===== src/rtl/flow_key_extract_pkg.sv =====
// Shared header offsets, key layout and helpers for the flow-key tap and the flow-feature blocks.
// Pure definitions: no latency, no flow control.
package flow_key_extract_pkg;

  localparam int ETH_DST_OFF   = 0;
  localparam int ETH_TYPE_OFF  = 12;
  localparam int IP_IHL_OFF    = 14;
  localparam int IP_PROTO_OFF  = 23;
  localparam int IP_SRC_OFF    = 26;
  localparam int IP_DST_OFF    = 30;
  localparam int L4_PORTS_OFF  = 34;
  localparam int BEAT_BYTES    = 32;
  localparam int MAC_KEY_BYTES = 14;
  localparam int TUSER_SRC_LSB = 16;

  localparam logic [15:0] ETHERTYPE_IPV4 = 16'h0800;
  localparam logic [7:0]  IP_PROTO_TCP   = 8'd6;
  localparam logic [7:0]  IP_PROTO_UDP   = 8'd17;
  localparam logic [3:0]  IHL_NO_OPTS    = 4'd5;
  localparam logic [2:0]  PROC_PORT_IDLE = 3'd6;
  localparam logic [2:0]  PROC_PORT_DMA  = 3'd4;

  localparam int KEY_W     = 104;
  localparam int MAC_KEY_W = 8 * MAC_KEY_BYTES;

  typedef struct packed {
    logic [31:0] src_ip;
    logic [31:0] dst_ip;
    logic [15:0] sport;
    logic [15:0] dport;
    logic [7:0]  proto;
  } flow_key_t;

  typedef enum logic [1:0] {ST_SYNC, ST_HDR1, ST_HDR2, ST_BODY} parse_state_t;

  // n bytes starting at byte offset off, network order, right-aligned.
  function automatic logic [MAC_KEY_W-1:0] be_bytes(input logic [255:0] dat, input int off, input int n);
    logic [MAC_KEY_W-1:0] r;
    r = '0;
    for (int i = 0; i < n; i++) r[(n-1-i)*8 +: 8] = dat[(off+i)*8 +: 8];
    return r;
  endfunction

  // {valid, proc_port}: even one-hot bits are MAC ports, odd bits are DMA.
  function automatic logic [3:0] encode_port(input logic [7:0] src);
    logic [3:0] r;
    r = '0;
    if (src != 8'd0 && (src & (src - 8'd1)) == 8'd0) begin
      for (int i = 0; i < 8; i++)
        if (src[i]) r = {1'b1, i[0] ? PROC_PORT_DMA : 3'(i / 2)};
    end
    return r;
  endfunction

endpackage


===== src/rtl/xor_fold_hash.sv =====
// Folds an IN_WIDTH key into DEPTH_WIDTH bits by XOR of zero-padded chunks.
// Purely combinational, zero latency; no flow control.
module xor_fold_hash #(
  parameter int IN_WIDTH    = 104,
  parameter int DEPTH_WIDTH = 10
) (
  input  logic [IN_WIDTH-1:0]    key,
  output logic [DEPTH_WIDTH-1:0] hash
);

  localparam int CHUNKS = (IN_WIDTH + DEPTH_WIDTH - 1) / DEPTH_WIDTH;

  logic [CHUNKS*DEPTH_WIDTH-1:0] padded;

  always_comb begin
    padded = '0;
    padded[IN_WIDTH-1:0] = key;
    hash = '0;
    for (int i = 0; i < CHUNKS; i++) hash = hash ^ padded[i*DEPTH_WIDTH +: DEPTH_WIDTH];
  end

endmodule


===== src/rtl/flow_key_extract.sv =====
// Passive 5-tuple tap: emits addr_hash/proc_port strobe per IPv4 packet plus cnt_time; FLOW_KEY_NONIP_EN adds MAC keys.
// Key registered one cycle after the HDR2 beat (or HDR1 beat for single-beat MAC keys).
// Never back-pressures; beats count only on tvalid & tready.
module flow_key_extract
  import flow_key_extract_pkg::*;
#(
  parameter int          DEPTH_WIDTH          = 10,
  parameter int          C_S_AXIS_DATA_WIDTH  = 256,
  parameter int          C_S_AXIS_TUSER_WIDTH = 128,
  parameter int unsigned INTERVAL_CYCLES      = 160000000
) (
  input  logic                            asclk,
  input  logic                            aresetn,
  input  logic [C_S_AXIS_DATA_WIDTH-1:0]  tap_tdata,
  input  logic [C_S_AXIS_TUSER_WIDTH-1:0] tap_tuser,
  input  logic                            tap_tvalid,
  input  logic                            tap_tready,
  input  logic                            tap_tlast,
  output logic [27:0]                     cnt_time,
  output logic [2:0]                      proc_port,
  output logic [DEPTH_WIDTH-1:0]          addr_hash,
  output logic                            key_valid
);

  localparam logic [27:0] CNT_MAX = 28'(INTERVAL_CYCLES);

  parse_state_t         state;
  logic                 tap_beat;
  logic [MAC_KEY_W-1:0] mac_q;
  logic [3:0]           ihl_q;
  logic [7:0]           proto_q;
  logic [31:0]          sip_q;
  logic [15:0]          dip_hi_q;
  logic [7:0]           port_q;

  logic [MAC_KEY_W-1:0] cur_mac;
  logic [3:0]           cur_ihl;
  logic [7:0]           cur_proto;
  logic [31:0]          cur_sip;
  logic [15:0]          cur_dip_hi, dip_lo, sport, dport;
  logic                 ports_ok;
  flow_key_t            ip_key;
  logic [DEPTH_WIDTH-1:0] ip_hash, emit_hash;
  logic [3:0]           port_enc;
  logic                 emit;
  logic                 unused_ok;

  assign tap_beat  = tap_tvalid & tap_tready;
  assign unused_ok = ^{tap_tdata, tap_tuser, mac_q};

  // Beat-1 fields are read live in HDR1; beat-2 offsets are rebased by one beat.
  always_comb begin
    cur_mac    = be_bytes(tap_tdata, ETH_DST_OFF, MAC_KEY_BYTES);
    cur_ihl    = 4'(be_bytes(tap_tdata, IP_IHL_OFF, 1));
    cur_proto  = 8'(be_bytes(tap_tdata, IP_PROTO_OFF, 1));
    cur_sip    = 32'(be_bytes(tap_tdata, IP_SRC_OFF, 4));
    cur_dip_hi = 16'(be_bytes(tap_tdata, IP_DST_OFF, 2));
    dip_lo     = 16'(be_bytes(tap_tdata, IP_DST_OFF + 2 - BEAT_BYTES, 2));
    sport      = 16'(be_bytes(tap_tdata, L4_PORTS_OFF - BEAT_BYTES, 2));
    dport      = 16'(be_bytes(tap_tdata, L4_PORTS_OFF + 2 - BEAT_BYTES, 2));
  end

  always_comb begin
    ports_ok      = (proto_q == IP_PROTO_TCP || proto_q == IP_PROTO_UDP) && ihl_q == IHL_NO_OPTS;
    ip_key.src_ip = sip_q;
    ip_key.dst_ip = {dip_hi_q, dip_lo};
    ip_key.sport  = ports_ok ? sport : 16'd0;
    ip_key.dport  = ports_ok ? dport : 16'd0;
    ip_key.proto  = proto_q;
  end

  xor_fold_hash #(.IN_WIDTH(KEY_W), .DEPTH_WIDTH(DEPTH_WIDTH)) u_ip_hash (
    .key  (ip_key),
    .hash (ip_hash)
  );

`ifdef FLOW_KEY_NONIP_EN
  logic [MAC_KEY_W-1:0]   mac_key;
  logic [DEPTH_WIDTH-1:0] mac_hash;

  assign mac_key = (state == ST_HDR1) ? cur_mac : mac_q;

  xor_fold_hash #(.IN_WIDTH(MAC_KEY_W), .DEPTH_WIDTH(DEPTH_WIDTH)) u_mac_hash (
    .key  (mac_key),
    .hash (mac_hash)
  );
`endif

  always_comb begin
    port_enc  = encode_port(state == ST_HDR1 ? tap_tuser[TUSER_SRC_LSB +: 8] : port_q);
    emit      = 1'b0;
    emit_hash = ip_hash;
    if (tap_beat && port_enc[3]) begin
      if (state == ST_HDR2 && mac_q[15:0] == ETHERTYPE_IPV4) begin
        emit = 1'b1;
      end
`ifdef FLOW_KEY_NONIP_EN
      else if (state == ST_HDR2 || (state == ST_HDR1 && tap_tlast)) begin
        emit      = 1'b1;
        emit_hash = mac_hash;
      end
`endif
    end
  end

  always_ff @(posedge asclk or negedge aresetn) begin
    if (!aresetn) begin
      state     <= ST_SYNC;
      cnt_time  <= '0;
      proc_port <= PROC_PORT_IDLE;
      addr_hash <= '0;
      key_valid <= 1'b0;
      mac_q     <= '0;
      ihl_q     <= '0;
      proto_q   <= '0;
      sip_q     <= '0;
      dip_hi_q  <= '0;
      port_q    <= '0;
    end else begin
      cnt_time  <= (cnt_time == CNT_MAX) ? 28'd0 : cnt_time + 28'd1;
      key_valid <= emit;
      proc_port <= emit ? port_enc[2:0] : PROC_PORT_IDLE;
      if (emit) addr_hash <= emit_hash;
      if (tap_beat) begin
        case (state)
          ST_SYNC: if (tap_tlast) state <= ST_HDR1;
          ST_HDR1: begin
            mac_q    <= cur_mac;
            ihl_q    <= cur_ihl;
            proto_q  <= cur_proto;
            sip_q    <= cur_sip;
            dip_hi_q <= cur_dip_hi;
            port_q   <= tap_tuser[TUSER_SRC_LSB +: 8];
            if (!tap_tlast) state <= ST_HDR2;
          end
          ST_HDR2: state <= tap_tlast ? ST_HDR1 : ST_BODY;
          default: if (tap_tlast) state <= ST_HDR1;
        endcase
      end
    end
  end

endmodule


===== config.mk =====
export PLATFORM = sky130hd
export DESIGN_NAME = flow_key_extract
export DESIGN_NICKNAME = d
export VERILOG_FILES = /design/src/rtl/flow_key_extract_pkg.sv /design/src/rtl/xor_fold_hash.sv /design/src/rtl/flow_key_extract.sv
export SDC_FILE = /design/constraint.sdc
export NUM_CORES = 1
export LEC_CHECK = 0
export BUFFER_PORTS_ARGS = -buffer_cell sky130_fd_sc_hd__buf_2
export CAP_MARGIN = 15
export CORE_MARGIN = 4
export CORE_UTILIZATION = 23
export DETAILED_ROUTE_END_ITERATION = 8
export PLACE_DENSITY = 0.61
export SYNTH_ARGS = -nofsm -noshare
export SYNTH_HDL_FRONTEND = slang
export SYNTH_SLANG_ARGS = --single-unit

===== constraint.sdc =====
create_clock -name asclk -period 5.4 [get_ports asclk]
set_input_delay 0.81 -clock asclk [delete_from_list [all_inputs] [get_ports asclk]]
set_output_delay 0.81 -clock asclk [all_outputs]
set_load 0.05 [all_outputs]

After elaboration in Yosys (flattened, before gate mapping)
Cells that the tools add are included.

storage, ports and cells
  bits in registers = 128
  bits of input ports = 389
  output and inout port bits = 42
  word-level logic and storage cells = 63

operators by class
  $add $sub $neg = 2
  equal/unequal tests = 8
  muxes and demuxes = 20
  bitwise gates (word level) = 12
  reduce and logical (&&, ||, !) cells = 10

operators by type and width
  kind                                                                      number
  10-bit XOR                                                                9
  4-bit 2-to-1 mux                                                          9
  16-bit 2-to-1 mux                                                         2
  28-bit by 1-bit adder with 28-bit output (second input constant)          1
  28-bit equality test (second input constant)                              1
  28-bit 2-to-1 mux                                                         1
  16-bit by 12-bit equality test with 1-bit output (second input constant)  1
  10-bit by 4-bit XOR with 10-bit output                                    1
  8-bit AND                                                                 1
  8-bit by 3-bit equality test with 1-bit output (second input constant)    1
  8-bit by 5-bit equality test with 1-bit output (second input constant)    1
  8-bit logical NOT                                                         1
  8-bit 2-to-1 mux                                                          1
  8-bit nonzero test                                                        1
  8-bit by 1-bit subtractor with 8-bit output (second input constant)       1
  2-bit 2-to-1 mux                                                          3
  4-bit by 3-bit equality test with 1-bit output (second input constant)    1
  1-bit logical AND                                                         4
  2-bit case mux with 2 select lines                                        1
  3-bit 2-to-1 mux                                                          1
  3-bit AND reduction                                                       1
  3-bit nonzero test                                                        1
  2-bit by 1-bit equality test with 1-bit output (second input constant)    1
  2-bit equality test (second input constant)                               1
  5 further kinds                                                           6

Depth between registers and ports, before layout
Gate-level depths: netlist (run 1).

  word-level depth = 14
  gate-level depth with buffers = 10
  mapped depth without buffers = 7

By module
Synthesis (run 1) repeated with hierarchy kept, for this count alone.

unflattened totals
  cells, all modules = 525
  area total of the unflattened synthesis = 6622.6 sq um

modules (own cells, without submodules)
  module            instances  cells an instance  area an instance (sq um)  seq. area each (sq um)
  flow_key_extract  1          441                5704.2                    3205.6
  xor_fold_hash     1          84                 918.4                     0.0

Least setup slack after synthesis (run 1)
OpenSTA, ideal clock, no wires.

  path kind = input port to flip-flop
  start point = input port tap_tuser[17]
  end point = register addr_hash[0]
  library setup time = 125 ps
  arrival time = 2139 ps
  required time = 5275 ps
  path slack = 3136 ps
  cell stages on the path = 5
  buffers on the path = 0
  cell sequence = nor4b_1 > o22ai_1 > mux2i_1 > nand4_4 > mux2_2

between the ends
  word-level cells in the longest chain between the ends = 11
  elaborated cells between the ends (all ways) = 16
  those cells by class = 1 x add/sub; 10 x mux; 1 x bitwise; 4 x reduce/logical

ends and longest elaborated chain
  item                                                                                 RTL line                    text
  start, declared                                                                      flow_key_extract.sv:15      input logic [C_S_AXIS_TUSER_WIDTH-1:0] tap_tuser,
  8-bit 2-to-1 mux (*)                                                                 --
  branches (longest 7 deep; another with 8-bit by 1-bit subtractor with 8-bit output)  --
  4-bit 2-to-1 mux (*)                                                                 flow_key_extract_pkg.sv:48  if (src != 8'd0 && (src & (src - 8'd1)) == 8'd0) begin
  1-bit logical AND (*)                                                                flow_key_extract.sv:93      if (tap_beat && port_enc[3]) begin
  1-bit 2-to-1 mux (*)                                                                 flow_key_extract.sv:93
  end signal, assigned                                                                 flow_key_extract.sv:123     if (emit) addr_hash <= emit_hash;
  end, declared                                                                        flow_key_extract.sv:21      output logic [DEPTH_WIDTH-1:0] addr_hash,

Mark *: on every way between the ends.
A chain may end at the register's enable or synchronous reset.

Worst setup path in the final report (run 1)
  start point = register state[1]
  end point = register addr_hash[5]

between the ends
  word-level cells in the longest chain between the ends = 13
  elaborated cells between the ends (all ways) = 21
  those cells by class = 1 x add/sub; 2 x eq/ne; 12 x mux; 1 x bitwise; 5 x reduce/logical

ends and longest elaborated chain
  item                                                                                  RTL line                 text
  start, declared                                                                       flow_key_extract.sv:27   parse_state_t state;
  start signal, assigned                                                                flow_key_extract.sv:136  ST_HDR2: state <= tap_tlast ? ST_HDR1 : ST_BODY;
  branches (longest 12 deep; another with 8-bit by 1-bit subtractor with 8-bit output)  --
  1-bit 2-to-1 mux (*)                                                                  flow_key_extract.sv:93

Marks and branches as above.

==> results of run 1 <==
synthesized netlist by cell type (2+ instances only):
cell,number,area share
nand4_1,11,0.011
clkbuf_1,12,0.0071
xor2_1,26,0.036
buf_6,2,0.0035
nor2_1,15,0.0088
ha_1,5,0.0098
mux2i_1,8,0.013
nor3_1,7,0.0055
and2_1,2,0.0020
nor4bb_1,5,0.0079
mux2_2,95,0.17
xnor2_1,90,0.12
nand2_1,29,0.017
o21ai_0,8,0.0063
nand3_1,14,0.011
dfstp_2,2,0.0083
inv_1,7,0.0041
and3_1,6,0.0059
nor4_1,10,0.0098
nor4b_1,4,0.0055
o22ai_1,2,0.0020
a21oi_1,7,0.0055
nand3b_1,2,0.0024
nand2b_1,2,0.0020
and4_1,3,0.0041
dfrtp_1,126,0.50
or3_1,2,0.0020
or4_1,3,0.0035
a22oi_1,2,0.0024
state kept, by name, summed over array words and instances (netlist names):
| name | flops |
|---|---|
| mac_q | 16 |
| proto_q | 8 |
| addr_hash | 10 |
| state | 2 |
| key_valid | 1 |
| ihl_q | 4 |
| sip_q | 32 |
| port_q | 8 |
| proc_port | 3 |
| cnt_time | 28 |
| dip_hi_q | 16 |
routing by layer:
| metal | routed length, um | track usage | vias to the layer above |
|---|---|---|---|
| li1 | - | - | 2198 |
| met1 | 7100 | 0.131 | 2243 |
| met2 | 7630 | 0.173 | 130 |
| met3 | 949 | 0.0324 | 20 |
| met4 | 305 | 0.0386 | 2 |
| met5 | 8 | 0 | - |
cells by family (layout without fill, tap and decap cells):
| group | Yosys count | count (layout) | synth area share |
|---|---|---|---|
| AOI/OAI and AO/OA | 23 | 23 | 0.0218 |
| muxes | 103 | 103 | 0.181 |
| buffers and inverters | 22 | 219 | 0.0155 |
| and+or+nand+nor | 122 | 122 | 0.109 |
| adders and majority gates | 5 | 5 | 0.00983 |
| other | 0 | 2 | 0 |
| xor gates and xnor gates | 116 | 116 | 0.160 |
| DFF | 128 | 128 | 0.503 |
worst paths after layout:
path / start / endpoint / cells past startpoint
setup reg to reg: state[1] / addr_hash[5] / 8
max in group asynchronous: aresetn / addr_hash[3] / 2
hold reg to reg: cnt_time[27] / cnt_time[27] / 1
min in group asclk: cnt_time[27] / cnt_time[27] / 1
setup / recovery: state[1] / addr_hash[5] / 8
hold / removal: aresetn / sip_q[13] / 1
area by class of cell:
cell class	count	area share
antenna	2	0.000602
multi-input combinational	369	0.371
timing repair buffer	182	0.112
inverter	7	0.00316
clock buffer	26	0.0637
clock inverter	4	0.00873
sequential	128	0.386
tap	372	0.0560
power by group through the flow:
stage	sequential [W]	combinational (W)	clock [W]
final	0.00153	0.00165	0.00117
after global routing	0.00158	0.00184	0.00125
after detailed placement	0.00156	0.00168	0
after floorplan	0.00148	0.00135	0
after CTS	0.00154	0.00169	0.00121
after global placement	0.00154	0.00165	0
critical path: stages, from the launching register on:
cell	delay [ns]
dfrtp_1	0.39
inv_1	0.11
ha_1	0.22
buf_4	0.28
nor4b_1	0.42
o22ai_1	0.19
mux2i_1	0.33
nand4_4	0.30
mux2_2	0.36
metrics by stage:
step	power [W]	std cells	util	setup slack, ns	hold WS, ns
2_1_floorplan	0.00284	519	-	3.14	0.470
3_3_place_gp	0.00319	1058	0.284	2.64	0.479
3_5_place_dp	0.00324	1058	0.284	2.63	0.488
4_1_cts	0.00444	1088	0.307	2.61	0.491
5_1_grt	0.00467	1090	0.307	2.28	0.516
6_report	0.00435	1090	0.307	2.65	0.455
==> impl_metrics.ini, run 1 <==
[outcome]
status = completed

[clocking]
root_buffer = clkbuf_16
tritoncts = yes
clock_latency_ns = 0.41
ctsResizeCount = 0
cts_buffer_depth = 2
ctsHtreeMaxLevel = 4
cts_setup_buffers = 0
cts_buffers = 17
cts_hold_buf = 0
cts.sinks = 128
cts.clk_slew.worst_paths_ns = 0.06

[synthesis]
ys_seq_area_frac = 0.503
synth_seq_cells = 128
yosys_warnings = 0
ys.flop_type = dfrtp_1
syn_area_per_cell_um2 = 12.3
synth-async-reset-ratio = 1.00
synth_cell_types = 41
synthCells = 519
synth_edf_count = 0
syn_nets = 913
synth_area_um2 = 6370

[floorplan]
pin_count = 431
start_util = 0.235
num_rows = 60
fp.dieW_um = 174
coreArea_um2 = 27100
dieArea_um2 = 30400
dieHeight_um = 174

[power_and_ir_drop]
swShare = 0.315
p_clk_frac = 0.269
seqPwrFrac = 0.353
ir_worst_vdd_uv = 189
combPwrFrac = 0.378
powerDensity_nw_per_um2 = 523
p_int_w = 0.00298
power_leakage_nw = 3.76
netSwitchingPower_w = 0.00137

[finish]
final_common_cell = buf_2
n_fill_cell = 2797
fin_area_um2 = 8310
syn2layout_area_growth_pct = 30.6
nNetsFinal = 1099
multi_input_comb_area_um2 = 3080
regArea_um2 = 3210
final_cell_mix = buf_2 (177), dfrtp_1 (126), mux2_2 (95)
drive_gt1_frac = 0.436

[grt]
antenna_found_initial = 4
grt_pass1_vias = 4807
grt_max_degree = 85
grt_usage = 0.105
grt_remaining_overflow = 0
grt_pass1_wl_um = 25000

[critical_path]
critPathArrivalTime_ns = 3.04
crit_type = register to register
worstPathRequired_ns = 5.69
reg2reg_setup_slack_ns = 2.65
critPathMaxFanout = 23
startpoint_type = register
worstSetupEndpointType = register

[sta]
rsz0062_at_grt = no
finalSetupViolations = 0
fin_tns_setup_ns = 0
tightest_slew_ns = 0.985
fin_crit_ns = 2.75
hold_viol_final = 0
fmax_ghz = 0.364
finClkSkew_ns = 0.00709
slew_headroom = 0.338
post-route-period-util = 0.509
drv_slew = 0

[routing]
drtIter0Drc = 158
num_vias = 4593
drc = 0
firstDrtPassIters = 4
vias_per_cell = 4.21
ant_nets = 0
wire_per_inst_um = 14.7
drt-total-wl_um = 16000

[place]
placed_area_um2 = 7710
gp_congestion = 0.790
hpwl_um = 11900
io_buffer_count = 178

[min_path]
hold_class = input pin to async pin

[flow_run]
cap_viol_max_count = 0
No activity file was read; power rests on OpenSTA's default activity.
==> run 2: changes to the inputs <==
clock period = 2.8 ns   (was 5.4 ns; I/O delays follow)
==> impl_metrics.ini, run 2 (synthesis gave the netlist of run 1 again) <==
[grt]
antenna_found_initial = 4
grt_remaining_overflow = 0
grt_usage = 0.109
grt_pass1_wl_um = 25800
grt_pass1_vias = 4858
grt_max_degree = 57

[finish]
drive_gt1_frac = 0.446
largest_register_ffs = 32
regMostFlops = sip_q
syn2layout_area_growth_pct = 33.1
nNetsFinal = 1107
final_common_cell = buf_2
final_cell_mix = buf_2 (177), dfrtp_1 (126), mux2_2 (95)
top_regs = sip_q x32, cnt_time x28
n_fill_cell = 2768

[floorplan]
dieHeight_um = 174
coreArea_um2 = 27100
pin_count = 431
fp.dieW_um = 174
dieArea_um2 = 30400
num_rows = 60
start_util = 0.235

[routing]
num_vias = 4633
drc = 0
wire_per_inst_um = 14.9
drt-total-wl_um = 16400
drtIter0Drc = 129
ant_nets = 0
vias_per_cell = 4.21
firstDrtPassIters = 4

[sta]
hold_viol_final = 0
fin_tns_setup_ns = 0
fin_hold_ws_ns = 0.00333
rsz0062_at_grt = no
fmax_ghz = 0.391
finClkSkew_ns = 0.00897
finalSetupViolations = 0
post-route-period-util = 0.914
slew_headroom = 0.615
fin_crit_ns = 2.56
tightest_slew_ns = 0.577
drv_slew = 0
setup_slack_ns = 0.241

[critical_path]
rr_worst_depth = 8
crit_end = addr_hash[1]
critPathArrivalTime_ns = 2.85
critical_path.startpoint = state[1]
startpoint_type = register
worstSetupEndpointType = register
r2r-end = addr_hash[1]
reg2reg_setup_slack_ns = 0.24
rr_startpoint = state[1]
critPathMaxFanout = 12
crit_type = register to register
worstPathRequired_ns = 3.09

[power_and_ir_drop]
ir_worst_vdd_uv = 345
swShare = 0.314
netSwitchingPower_w = 0.00271
p_clk_frac = 0.282
power_leakage_nw = 3.83
p_int_w = 0.00592
powerDensity_nw_per_um2 = 1020
p_total_w = 0.00864
seqPwrFrac = 0.343
combPwrFrac = 0.375

[clocking]
cts_hold_buf = 0
root_buffer = clkbuf_16
cts_buffer_depth = 2
cts.sinks = 128
ctsHtreeMaxLevel = 4
clock_latency_ns = 0.41
tritoncts = yes
cts.clk_slew.worst_paths_ns = 0.06
cts_buffers = 17

[place]
hpwl_um = 12400
dpl_worst_slack_ns = 0.0379
gp_congestion = 0.782
io_buffer_count = 178

[flow_run]
cap_viol_max_count = 0

[min_path]
hold_class = input pin to async pin

[outcome]
status = completed
run 2: cell count changes in the layout (fill, tap and decap cells not counted):
| cell | before | now |
|---|---|---|
| bufinv_16 | 2 | 4 |
| clkbuf_8 | 7 | 5 |
| clkinv_2 | 1 | 2 |
| ha_2 | 0 | 1 |
| nor4b_1 | 4 | 3 |
| ha_1 | 5 | 4 |
| clkinvlp_4 | 1 | 3 |
| buf_12 | 0 | 4 |
| nor4b_2 | 0 | 1 |
| nor4_1 | 9 | 10 |
| buf_4 | 4 | 8 |
| nor4_2 | 1 | 0 |
| clkbuf_1 | 2 | 1 |
run 2: cell type report:
class,instances,area [um2],share of cell area
diodes,2,5.00,0.000591
clock buffers,23,498,0.0588
clock inverters,9,153,0.0180
inverters,7,26.3,0.00310
multi-input cells,369,3080,0.364
flip-flops and latches,128,3210,0.378
well taps,372,465,0.0549
repair buffers,190,1040,0.122
run 2: power groups by stage:
stage / Clock, W / Sequential, W / Combinational, W
6_report: 0.00243 / 0.00296 / 0.00324
2_1_floorplan: 0 / 0.00286 / 0.00261
4_1_cts: 0.00252 / 0.00297 / 0.00331
5_1_grt: 0.00260 / 0.00305 / 0.00359
3_5_place_dp: 0 / 0.00300 / 0.00330
3_3_place_gp: 0 / 0.00297 / 0.00324
run 2: per-layer routing:
metal	GRT usage	vias to the layer above	share of wire
li1	-	2215	-
met1	0.138	2259	0.45
met2	0.175	136	0.47
met3	0.0335	21	0.059
met4	0.0386	2	0.020
met5	0	-	0.00073
run 2: worst max-delay path: stages (launching register included):
cell and delay (ns):
dfrtp_1 0.39, inv_1 0.11, ha_2 0.34, buf_4 0.18, mux2i_1 0.30, o21ai_0 0.14, a21oi_1 0.28, nand4_4 0.31
mux2_2 0.37
run 2: worst min path at each step:
stage                        end  slack (ns)  depth (start not counted)
finish              cnt_time[24]       0.003                          1
global route           sip_q[13]        0.02                          1
CTS                    sip_q[14]      0.0003                          1
detailed placement     sip_q[14]        0.45                          1
global placement       sip_q[14]        0.45                          1
floorplan           addr_hash[0]        0.12                          0
run 2: what timing repair did:
action	CTS	global route
setup endpoints to repair	0	10
setup buffers	0	0
resized for setup	0	2
run 2: through the flow:
step | cell area, um2 | cells | util
global route | 8470 | 1099 | 0.313
finish | 8470 | 1100 | 0.313
global placement | 7810 | 1066 | 0.288
CTS | 8460 | 1098 | 0.312
floorplan | 6370 | 519 | -
detailed placement | 7810 | 1066 | 0.288
